## config.mk

```make
export PLATFORM = sky130hd
export DESIGN_NAME = sd_frame_ctrl
export DESIGN_NICKNAME = d
export VERILOG_FILES = /design/src/rtl/sd_frame_ctrl.sv
export SDC_FILE = /design/constraint.sdc
export NUM_CORES = 1
export LEC_CHECK = 0
export CAP_MARGIN = 0
export CELL_PAD_IN_SITES_DETAIL_PLACEMENT = 1
export CELL_PAD_IN_SITES_GLOBAL_PLACEMENT = 1
export CORE_UTILIZATION = 43
export CTS_BUF_LIST = sky130_fd_sc_hd__clkbuf_8
export DETAILED_ROUTE_END_ITERATION = 10
export GPL_ROUTABILITY_DRIVEN = 1
export PLACE_DENSITY_LB_ADDON = 0.1
export SLEW_MARGIN = 20
export SYNTH_ARGS = -nofsm -noshare
export SYNTH_HDL_FRONTEND = slang
export SYNTH_SLANG_ARGS = --single-unit
```

## constraint.sdc

```tcl
create_clock -name clk -period 5.1 [get_ports clk]
set_clock_uncertainty 0.15 [all_clocks]
set_input_delay 1.02 -clock clk [delete_from_list [all_inputs] [get_ports clk]]
set_output_delay 1.02 -clock clk [all_outputs]
set_load 0.005 [all_outputs]
```

## src/rtl/sd_frame_ctrl.sv

```systemverilog
// rtl/sd_frame_ctrl.sv - word-to-bit sequencer for the 1001 Moore detector
// Clears the detector, streams one word through it and reports match count/first index.
module sd_frame_ctrl #(
  parameter int WIDTH = 8,
  parameter int CNT_W = 4,
  parameter bit MSB_FIRST = 1'b1,
  localparam int IDX_W = $clog2(WIDTH)
) (
  input  logic             clk,
  input  logic             reset,
  input  logic             in_valid,
  output logic             in_ready,
  input  logic [WIDTH-1:0] in_data,
  output logic             det_clr,
  output logic             det_din,
  input  logic             det_dout,
  output logic             out_valid,
  input  logic             out_ready,
  output logic [CNT_W-1:0] out_count,
  output logic             out_hit,
  output logic [IDX_W-1:0] out_first,
  output logic             busy
);

  typedef enum logic [2:0] {IDLE, CLEAR, SHIFT, DRAIN, DONE} state_t;

  state_t             state, next_state;
  logic [WIDTH-1:0]   shreg;
  logic [IDX_W-1:0]   idx;
  logic [CNT_W-1:0]   count;
  logic               found;
  logic [IDX_W-1:0]   first;
  logic               sample;
  logic               last_bit;

  assign last_bit = (idx == IDX_W'(WIDTH - 1));

  always_ff @(posedge clk or negedge reset) begin
    if (!reset) begin
      state <= IDLE;
    end else begin
      state <= next_state;
    end
  end

  always_comb begin
    next_state = state;
    case (state)
      IDLE:    if (in_valid) next_state = CLEAR;
      CLEAR:   next_state = SHIFT;
      SHIFT:   if (last_bit) next_state = DRAIN;
      DRAIN:   next_state = DONE;
      DONE:    if (out_ready) next_state = IDLE;
      default: next_state = IDLE;
    endcase
  end

  // det_dout lags det_din by one cycle, so the first SHIFT cycle carries no result.
  assign sample = ((state == SHIFT) && (idx != '0)) || (state == DRAIN);

  always_ff @(posedge clk or negedge reset) begin
    if (!reset) begin
      shreg <= '0;
      idx   <= '0;
      count <= '0;
      found <= 1'b0;
      first <= '0;
    end else begin
      case (state)
        IDLE: begin
          if (in_valid) begin
            shreg <= in_data;
            count <= '0;
            found <= 1'b0;
            first <= '0;
          end
        end
        CLEAR: idx <= '0;
        SHIFT: begin
          shreg <= MSB_FIRST ? (shreg << 1) : (shreg >> 1);
          idx   <= idx + 1'b1;
        end
        default: ;
      endcase
      if (sample && det_dout) begin
        if (count != {CNT_W{1'b1}}) count <= count + 1'b1;
        if (!found) begin
          found <= 1'b1;
          first <= (state == DRAIN) ? IDX_W'(WIDTH - 1) : (idx - 1'b1);
        end
      end
    end
  end

  // Reset gates the handshake and holds the detector cleared combinationally.
  assign in_ready  = reset && (state == IDLE);
  assign det_clr   = !reset || (state == CLEAR);
  assign det_din   = (state == SHIFT) && (MSB_FIRST ? shreg[WIDTH-1] : shreg[0]);
  assign out_valid = (state == DONE);
  assign out_count = count;
  assign out_hit   = (count != '0);
  assign out_first = first;
  assign busy      = (state != IDLE);

endmodule

```

# ---- After elaboration in Yosys (flattened, before gate mapping)
# Index checks and enable logic that the tools add are counted.
# W data, S select, Z words.
dict set report classes {
  n_mux 20
  reduce_logical 15
  add_sub_neg 3
  eq_ne 9
}
# op n
set op_table {}
lappend op_table {{$mux W3} 8}
lappend op_table {{$mux W4} 4}
lappend op_table {{$pmux W8 S2} 1}
lappend op_table {{$pmux W3 S5} 1}
lappend op_table {{$mux W8} 1}
lappend op_table {{$eq A3 B2 Y1 const B} 2}
lappend op_table {{$eq A3 B3 Y1 const B} 2}
lappend op_table {{$pmux W3 S2} 1}
lappend op_table {{$reduce_bool A3 Y1} 2}
lappend op_table {{$add A4 B1 Y4 const B} 1}
lappend op_table {{$logic_and A1 B1 Y1} 4}
lappend op_table {{$mux W1} 4}
lappend op_table {{$ne A2 B2 Y1 const B} 2}
lappend op_table {{$ne A4 B4 Y1 const B} 1}
lappend op_table {{$reduce_bool A2 Y1} 2}
lappend op_table {{$reduce_bool A4 Y1} 1}
lappend op_table {{$add A3 B1 Y3 const B} 1}
lappend op_table {{$eq A3 B1 Y1 const B} 1}
lappend op_table {{$logic_not A3 Y1} 1}
lappend op_table {{$reduce_and A3 Y1} 1}
lappend op_table {{$sub A3 B1 Y3 const B} 1}
lappend op_table {{$logic_or A1 B1 Y1} 2}
lappend op_table {{$ne A2 B1 Y1 const B} 1}
lappend op_table {{$reduce_and A2 Y1} 1}
lappend op_table {{$logic_not A1 Y1} 1}
dict set report totals {
  register_bits 22
  out_inout_bits 13
}

# ---- Logic depth before layout (Yosys ltp)
# Gate-level depths: netlist of the first run.
dict set report depth {
  ltp_word 5
  mapped_depth 5
  ltp_nobuf 5
}

# ---- Worst setup path before layout of the first run
# No wires, ideal clock.
dict set report synth_path {
  kind {input-to-output}
  from {in reset}
  to {out in_ready}
  n_path_buf 0
  cell_stages 2
  arrival_time_ps 1150
  path_slack_ps 2780
  path_cell_list {inv_1 > nor2_1}
}
dict set report synth_between {
  elab_chain_cells 1
}
# element line
set synth_rtl {}
lappend synth_rtl {{start, declared} 10} ;# input logic reset,
lappend synth_rtl {{$logic_and A1 B1 Y1} 96} ;# assign in_ready = reset && (state == IDLE);
lappend synth_rtl {{end, declared} 12} ;# output logic in_ready,
# Every way passes these cells.

# ---- Worst setup path in the final report of the first run
# Same ends and word-level chain as after synthesis.

==> metrics.md, run 1 <==
| Metric | Value |
|---|---|
| Routability cong. | 0.802 |
| Dominant synthesized flop cell | dfrtp_1 |
| Global-route usage over all layers | 0.196 |
| Rows | 18 |
| Final setup viols | 0 |
| Max Cap Viol | 0 |
| CP required | 3930 ps |
| Routed WL | 2.54 mm |
| Post-CTS sizing | 0 |
| Status | complete, no violations |
| Max incr delay on CP | 500 ps |
| F_max | 0.277 GHz |
| Cells after Synth | 119 |
| # IOs | 26 |
| Post-DP HPWL | 1.91 mm |
| Slew margin rel. | 0.335 |
| Worst-path clk slew | 80 ps |
| IR drop worst, VDD | 0.270 mV |
| DP Cell Count | 170 |
| Global-route wire length before repair | 4.08 mm |
| Seq/Total Area, Yosys | 0.457 |
| Post-route insts no fill | 174 |
| Post-synth cell types | 29 |
| Top cell by count, worst path | clkdlybuf4s50_1 |
| CP Launch Type | primary input |
| CTS root buf | clkbuf_8 |
| GRT Residual Overflow | 0 |
| Synth warn | 0 |
| Placeable Area | 2570 µm² |
| Post-synth EDFFs | 0 |
| Post-route clock period utilization | 0.708 |
| Tmin final | 3610 ps |
| Post-synth net total | 138 |
| Initial antenna violation count | 0 |
| CTS sink cnt | 22 |
| Initial Util | 0.469 |
| CTS tree | built |
| Fin. Hold Viols | 0 |
| Leakage | 0.000687 µW |
| Crit path DAT | 2440 ps |
| CTS Buf Count | 3 |
| Worst-path fanout max | 24 |
| Average wire per standard cell | 14.6 µm |
| Vias per cell | 5.48 |
| Cell Chain, Critical Path | clkdlybuf4s50_1 > buf_4 > inv_1 > nor2_1 > clkdlybuf4s50_1 |
| Syn avg cell area | 10.1 µm² |
| Cell Area, Synth | 1200 µm² |
| Cts-stage hold buffer count | 0 |
| Post-CTS setup buffer count | 0 |
| Largest net degree at the start of global routing | 25 |
| PwrDens | 547 nW/µm² |
| Post-route setup TNS | 0 ps |
| RSZ-0062 raised after global routing | false |
| DRC viols | 0 |
| DRT iter0 DRCs | 6 |
| Total Nets Final | 164 |
| Setup CP Type | in -> out |
| Clk buf depth | 2 |
| Post-synthesis async set-or-reset flop share | 1.00 |
| Number of synthesized register bits | 22 |
| H-tree Lvls | 1 |
| Die width | 54.9 µm |
| Slowest CP cell | clkdlybuf4s50_1 |
| Vias in the first global route | 864 |
| ANT cells | 0 |
| Worst-Skew Late Latency | 260 ps |
| Layout cell share with drive strength beyond 1 | 0.0903 |
| Worst-Margin Slew | 995 ps |
| Slew Viols, Final | 0 |
| Antenna Nets Post-Route | 0 |
| First-pass iteration count of the detailed router | 2 |
| CP Capture Type | primary output |
| Port bufs | 25 |
| Worst min-delay path class | reg -> reg |
| Die Area | 3010 µm² |
| Via count | 954 |
| Layout area overhead | 26.3% |
| Die H | 54.9 µm |
-- layer usage --
metal / share of wire / global-route usage
met3: 0.036 / 0.0410
met5: 0 / 0
met2: 0.51 / 0.325
met1: 0.43 / 0.250
met4: 0.016 / 0.0750
-- cell type report --
cell class	instances	area (µm²)
fill	285	1050
multi-input combinational	84	586
sequential	22	551
timing repair buffer	27	265
clock buffer	4	55.1
tap	30	37.5
inverter	7	26.3
-- cells in the final DEF, fill, tap and decap left out, types with 2 or more instances in the layout --
| cell type | netlist | final |
|---|---|---|
| and2_1 | 4 | 4 |
| buf_4 | 0 | 2 |
| clkbuf_8 | 0 | 4 |
| clkdlybuf4s50_1 | 0 | 25 |
| dfrtp_1 | 22 | 22 |
| ha_1 | 6 | 6 |
| inv_1 | 7 | 7 |
| mux2i_1 | 12 | 12 |
| nand2_1 | 21 | 21 |
| nand3b_1 | 2 | 2 |
| nor2_1 | 6 | 6 |
| nor3_1 | 3 | 3 |
| nor3b_2 | 2 | 2 |
| o21ai_0 | 11 | 11 |
| xnor2_1 | 3 | 3 |
-- final timing paths --
check	startpoint	to	slack [ps]	cells after the start
setup reg to reg	state[2]$_DFFE_PN0P_	shreg[5]$_DFFE_PN0P_	3020	3
max in group asynchronous	reset	shreg[6]$_DFFE_PN0P_	3620	2
min in group asynchronous	reset	state[2]$_DFFE_PN0P_	950	2
hold / removal	shreg[1]$_DFFE_PN0P_	shreg[2]$_DFFE_PN0P_	350	2
hold reg to reg	shreg[1]$_DFFE_PN0P_	shreg[2]$_DFFE_PN0P_	350	2
setup / recovery	reset	in_ready	1490	5
-- power by group --
part	leakage, µW	internal, µW	switching [µW]
clock	0.0000288	68.9	56.7
combinational	0.000374	202	182
sequential	0.000284	243	77.6
total	0.000687	514	317
-- synthesized netlist by cell type, types with 2 or more instances --
| master | number | area [µm²] |
|---|---|---|
| nor3b_2 | 2 | 25.0 |
| nor2_1 | 6 | 22.5 |
| nor3_1 | 3 | 15.0 |
| xnor2_1 | 3 | 26.3 |
| buf_6 | 3 | 33.8 |
| ha_1 | 6 | 75.1 |
| and2_1 | 4 | 25.0 |
| dfrtp_1 | 22 | 551 |
| mux2i_1 | 12 | 120 |
| nand2_1 | 21 | 78.8 |
| buf_2 | 2 | 10.0 |
| nand3b_1 | 2 | 15.0 |
| o21ai_0 | 11 | 55.1 |
| inv_1 | 7 | 26.3 |
-- flip-flops by register name (all words and copies together) (netlist names) --
register and flops:
out_first 3, idx 3, state 3, out_count 4, found 1, shreg 8
-- stage by stage --
| step | area (µm²) | power, µW | util | worst slack, ps | hold WS, ps |
|---|---|---|---|---|---|
| floorplan | 1200 | 567 | - | 2780 | 299 |
| global placement | 1470 | 682 | 0.571 | 1480 | 317 |
| detailed placement | 1470 | 714 | 0.571 | 1460 | 328 |
| CTS | 1520 | 842 | 0.592 | 1460 | 347 |
| global route | 1520 | 908 | 0.592 | 1350 | 376 |
| finish | 1520 | 831 | 0.592 | 1490 | 348 |
-- critical path, delay by kind of cell --
| family | cells | cell delay [ps] |
|---|---|---|
| buffers and inverters | 4 | 1310 |
| and+or+nand+nor | 1 | 100 |
-- cells by family after synthesis --
logic type      after synthesis  synth area share
xor+xnor                      3            0.0218
compound gates               19            0.0998
mux                          13             0.109
fa+ha+maj                     6            0.0624
simple gates                 43             0.188
buf+inv                      13            0.0613
flops                        22             0.457
Power figures use the tool's default switching activity.
==> inputs of run 2 (changes only) <==
Settings changed: CORE_UTILIZATION 43 to 40.
Clock period 5.1 ns to 3.7 ns, I/O delays scaled along.
==> metrics.md, run 2 (same netlist as run 1, synthesis figures left out) <==
| Metric | Value |
|---|---|
| DRC viols | 6 |
| H-tree Lvls | 1 |
| First-pass iteration count of the detailed router | 7 |
| Slew margin rel. | 0.588 |
| Initial antenna violation count | 0 |
| Total Nets Final | 165 |
| CP Launch Type | primary input |
| Clk buf depth | 2 |
| CP required | 2810 ps |
| Layout cell share with drive strength beyond 1 | 0.0966 |
| # IOs | 26 |
| Largest net degree at the start of global routing | 24 |
| Worst-path fanout max | 23 |
| CP Capture Type | primary output |
| Post-CTS setup buffer count | 0 |
| Worst min-delay path class | reg -> reg |
| Average wire per standard cell | 13.8 µm |
| Tmin final | 2950 ps |
| Fill cell count | 328 |
| Global-route wire length before repair | 4.21 mm |
| Rows | 19 |
| Most frequent cells in the layout | 25 x clkdlybuf4s50_1, 22 x dfrtp_1, 21 x nand2_1 |
| DRT iter0 DRCs | 35 |
| IR drop worst, VDD | 0.270 mV |
| PwrDens | 739 nW/µm² |
| Initial Util | 0.429 |
| Post-route setup TNS | 0 ps |
| CTS root buf | clkbuf_8 |
| Failing checks | design-rule violations |
| CTS tree | built |
| Die H | 56.9 µm |
| Post-DP HPWL | 1.78 mm |
| Layout area overhead | 27.0% |
| GRT Residual Overflow | 0 |
| Antenna Nets Post-Route | 0 |
| Worst-path clk slew | 80 ps |
| Routability cong. | 0.668 |
| Routed WL | 2.43 mm |
| Status | finished with violations |
| Largest register by flop count | shreg |
| CTS Buf Count | 3 |
| Fin. Hold Viols | 0 |
| Die Area | 3230 µm² |
| Final setup viols | 0 |
| CTS sink cnt | 22 |
| Die width | 56.9 µm |
| F_max | 0.339 GHz |
| Worst-Margin Slew | 613 ps |
| Placeable Area | 2810 µm² |
| Post-route clock period utilization | 0.798 |
| Commonest non-fill, non-tap cell in the layout | clkdlybuf4s50_1 |
| Max Cap Viol | 0 |
| Vias per cell | 5.25 |
| Leakage | 0.000692 µW |
| ANT cells | 0 |
| Worst-Skew Late Latency | 260 ps |
| RSZ-0062 raised after global routing | false |
| Crit path DAT | 2060 ps |
| Post-CTS sizing | 0 |
| Setup CP Type | in -> out |
| Via count | 924 |
| Vias in the first global route | 957 |
| Port bufs | 25 |
| Cts-stage hold buffer count | 0 |
| Util after Layout | 0.545 |
| Global-route usage over all layers | 0.169 |
| Max reg flops | 8 |
| Slew Viols, Final | 0 |
run 2: cell count changes in the layout (fill, tap and decap cells not counted), sizes merged:
| cell | delta |
|---|---|
| buf | +1 |
run 2: metal layers:
metal  global-route usage  part of all wire  vias up
met4               0.0592            0.0053        0
li1                     -                 -      454
met2                0.299              0.49       18
met5                    0                 0        -
met3               0.0300             0.037        2
met1                0.205              0.46      450
run 2: final timing paths:
kind | end | startpoint | slack (ps) | depth (start not counted)
setup / recovery | det_clr | reset | 750 | 4
hold / removal | found$_DFF_PN0_ | found$_DFF_PN0_ | 340 | 1
setup reg to reg | out_count[1]$_DFF_PN0_ | idx[0]$_DFFE_PN0P_ | 1700 | 5
hold reg to reg | found$_DFF_PN0_ | found$_DFF_PN0_ | 340 | 1
max in group asynchronous | out_count[0]$_DFF_PN0_ | reset | 2450 | 2
min in group asynchronous | state[0]$_DFFE_PN0P_ | reset | 710 | 2
run 2: layout make-up:
| type | count | area (µm²) | area share |
|---|---|---|---|
| multi-input cells | 84 | 586 | 0.383 |
| flip-flops and latches | 22 | 551 | 0.360 |
| repair buffers | 28 | 273 | 0.178 |
| clock buffers | 4 | 55.1 | 0.0360 |
| well taps | 31 | 38.8 | 0.0254 |
| inverters | 7 | 26.3 | 0.0172 |
run 2: critical path, cell delays in order:
cell and delay (ps):
clkdlybuf4s50_1 480, buf_4 300, nand2_1 90, clkdlybuf4s50_1 460
run 2: metrics by stage:
stage	area [µm²]	power [µW]	hold slack (ps)	worst slack [ps]	cells
after floorplan	1200	781	294	1720	119
after global placement	1470	946	316	752	172
after detailed placement	1470	976	326	715	172
after CTS	1530	1160	346	711	176
after global routing	1530	1240	361	649	176
final	1530	1130	342	746	176
run 2: where the power goes:
group / switching [µW] / leakage [µW] / internal (µW)
clock network: 75.2 / 0.0000288 / 94.7
registers: 102 / 0.000284 / 335
logic: 243 / 0.000379 / 280
==> inputs of run 3 (changes only) <==
Settings changed: CORE_UTILIZATION 40 to 36.
Clock period 3.7 ns to 2.65 ns, I/O delays scaled along.
==> metrics.md, run 3 (same netlist as run 1, synthesis figures left out) <==
| Metric | Value |
|---|---|
| Status | complete, no violations |
| Die width | 59.8 µm |
| Tmin final | 2560 ps |
| Post-route clock period utilization | 0.965 |
| Global-route wire length before repair | 4.46 mm |
| H-tree Lvls | 1 |
| IR drop worst, VDD | 0.338 mV |
| PwrDens | 1030 nW/µm² |
| Rows | 20 |
| CP required | 1970 ps |
| Vias in the first global route | 966 |
| Via count | 932 |
| CTS Buf Count | 3 |
| Cts-stage hold buffer count | 0 |
| Post-DP HPWL | 1.91 mm |
| GRT Residual Overflow | 0 |
| Slew margin rel. | 0.566 |
| CTS sink cnt | 22 |
| Leakage | 0.000692 µW |
| Setup WS pre-CTS | 285 ps |
| # IOs | 26 |
| Post-route setup TNS | 0 ps |
| DRC viols | 0 |
| ANT cells | 0 |
| CTS root buf | clkbuf_8 |
| Port bufs | 25 |
| Largest register by flop count | shreg |
| Final setup viols | 0 |
| Max reg flops | 8 |
| CP Launch Type | flip-flop |
| DP Cell Count | 185 |
| Layout area overhead | 28.4% |
| Initial Util | 0.388 |
| Average wire per standard cell | 13.7 µm |
| Worst-path clk slew | 80 ps |
| Fill cell count | 391 |
| DRT iter0 DRCs | 17 |
| Most frequent cells in the layout | 25 x clkdlybuf4s50_1, 22 x dfrtp_1, 21 x nand2_1 |
| Clk buf depth | 2 |
| Commonest non-fill, non-tap cell in the layout | clkdlybuf4s50_1 |
| Global-route usage over all layers | 0.165 |
| Die Area | 3580 µm² |
| RSZ-0062 raised after global routing | false |
| Routed WL | 2.58 mm |
| CTS tree | built |
| Antenna Nets Post-Route | 0 |
| Area after DPL | 1490 µm² |
| Slew Viols, Final | 0 |
| Post-route insts no fill | 189 |
| Max Cap Viol | 0 |
| Post-CTS sizing | 0 |
| Crit path DAT | 1880 ps |
| Fin. Hold Viols | 0 |
| Die H | 59.8 µm |
| Post-CTS setup buffer count | 0 |
| Worst-Skew Late Latency | 260 ps |
| Util after Layout | 0.498 |
| Worst min-delay path class | reg -> reg |
| Largest net degree at the start of global routing | 23 |
| CP Capture Type | primary output |
| F_max | 0.391 GHz |
| Placeable Area | 3100 µm² |
| Worst-path fanout max | 10 |
| Initial antenna violation count | 0 |
| Worst-Margin Slew | 646 ps |
| Design area | 1550 µm² |
| First-pass iteration count of the detailed router | 3 |
| Vias per cell | 4.93 |
| Setup CP Type | reg -> out |
| Total Nets Final | 165 |
| Post-route setup slack | 92.9 ps |
| Routability cong. | 0.713 |
| Layout cell share with drive strength beyond 1 | 0.0966 |
run 3: per-stage QoR:
| step | power [µW] | hold WS, ps |
|---|---|---|
| floorplan | 1090 | 84.4 |
| global placement | 1330 | 309 |
| detailed placement | 1370 | 321 |
| CTS | 1620 | 342 |
| global route | 1750 | 368 |
| finish | 1590 | 342 |
run 3: worst paths after layout:
check | end | slack [ps] | start | cells after the start
max | in_ready | 90 | state[1]$_DFFE_PN0P_ | 3
min | shreg[7]$_DFFE_PN0P_ | 340 | shreg[6]$_DFFE_PN0P_ | 2
max reg2reg | out_count[1]$_DFF_PN0_ | 700 | idx[0]$_DFFE_PN0P_ | 5
min reg2reg | shreg[7]$_DFFE_PN0P_ | 340 | shreg[6]$_DFFE_PN0P_ | 2
max in group asynchronous | shreg[2]$_DFFE_PN0P_ | 1590 | reset | 2
min in group asynchronous | out_count[2]$_DFF_PN0_ | 530 | reset | 2
run 3: power by group:
part	internal (µW)	switching, µW
combinational	392	346
sequential	467	142
clock	132	110
total	991	598
run 3: layout make-up:
cell class	instances	area, µm²	share of cell area
clock buffer	4	55.1	0.0356
inverter	7	26.3	0.0170
multi-input combinational	84	586	0.379
sequential	22	551	0.356
tap	44	55.1	0.0356
timing repair buffer	28	273	0.177
run 3: worst max-delay path, cell delays in order (launching register included):
cell	delay [ps]
dfrtp_1	520
or3_2	510
nor2_1	90
clkdlybuf4s50_1	500
run 3: per-layer routing:
layer	track usage	wire (µm)	vias to the layer above
li1	-	-	457
met1	0.209	1140	460
met2	0.297	1370	15
met3	0.0260	68	0
met4	0.0299	0	0
met5	0	0	-
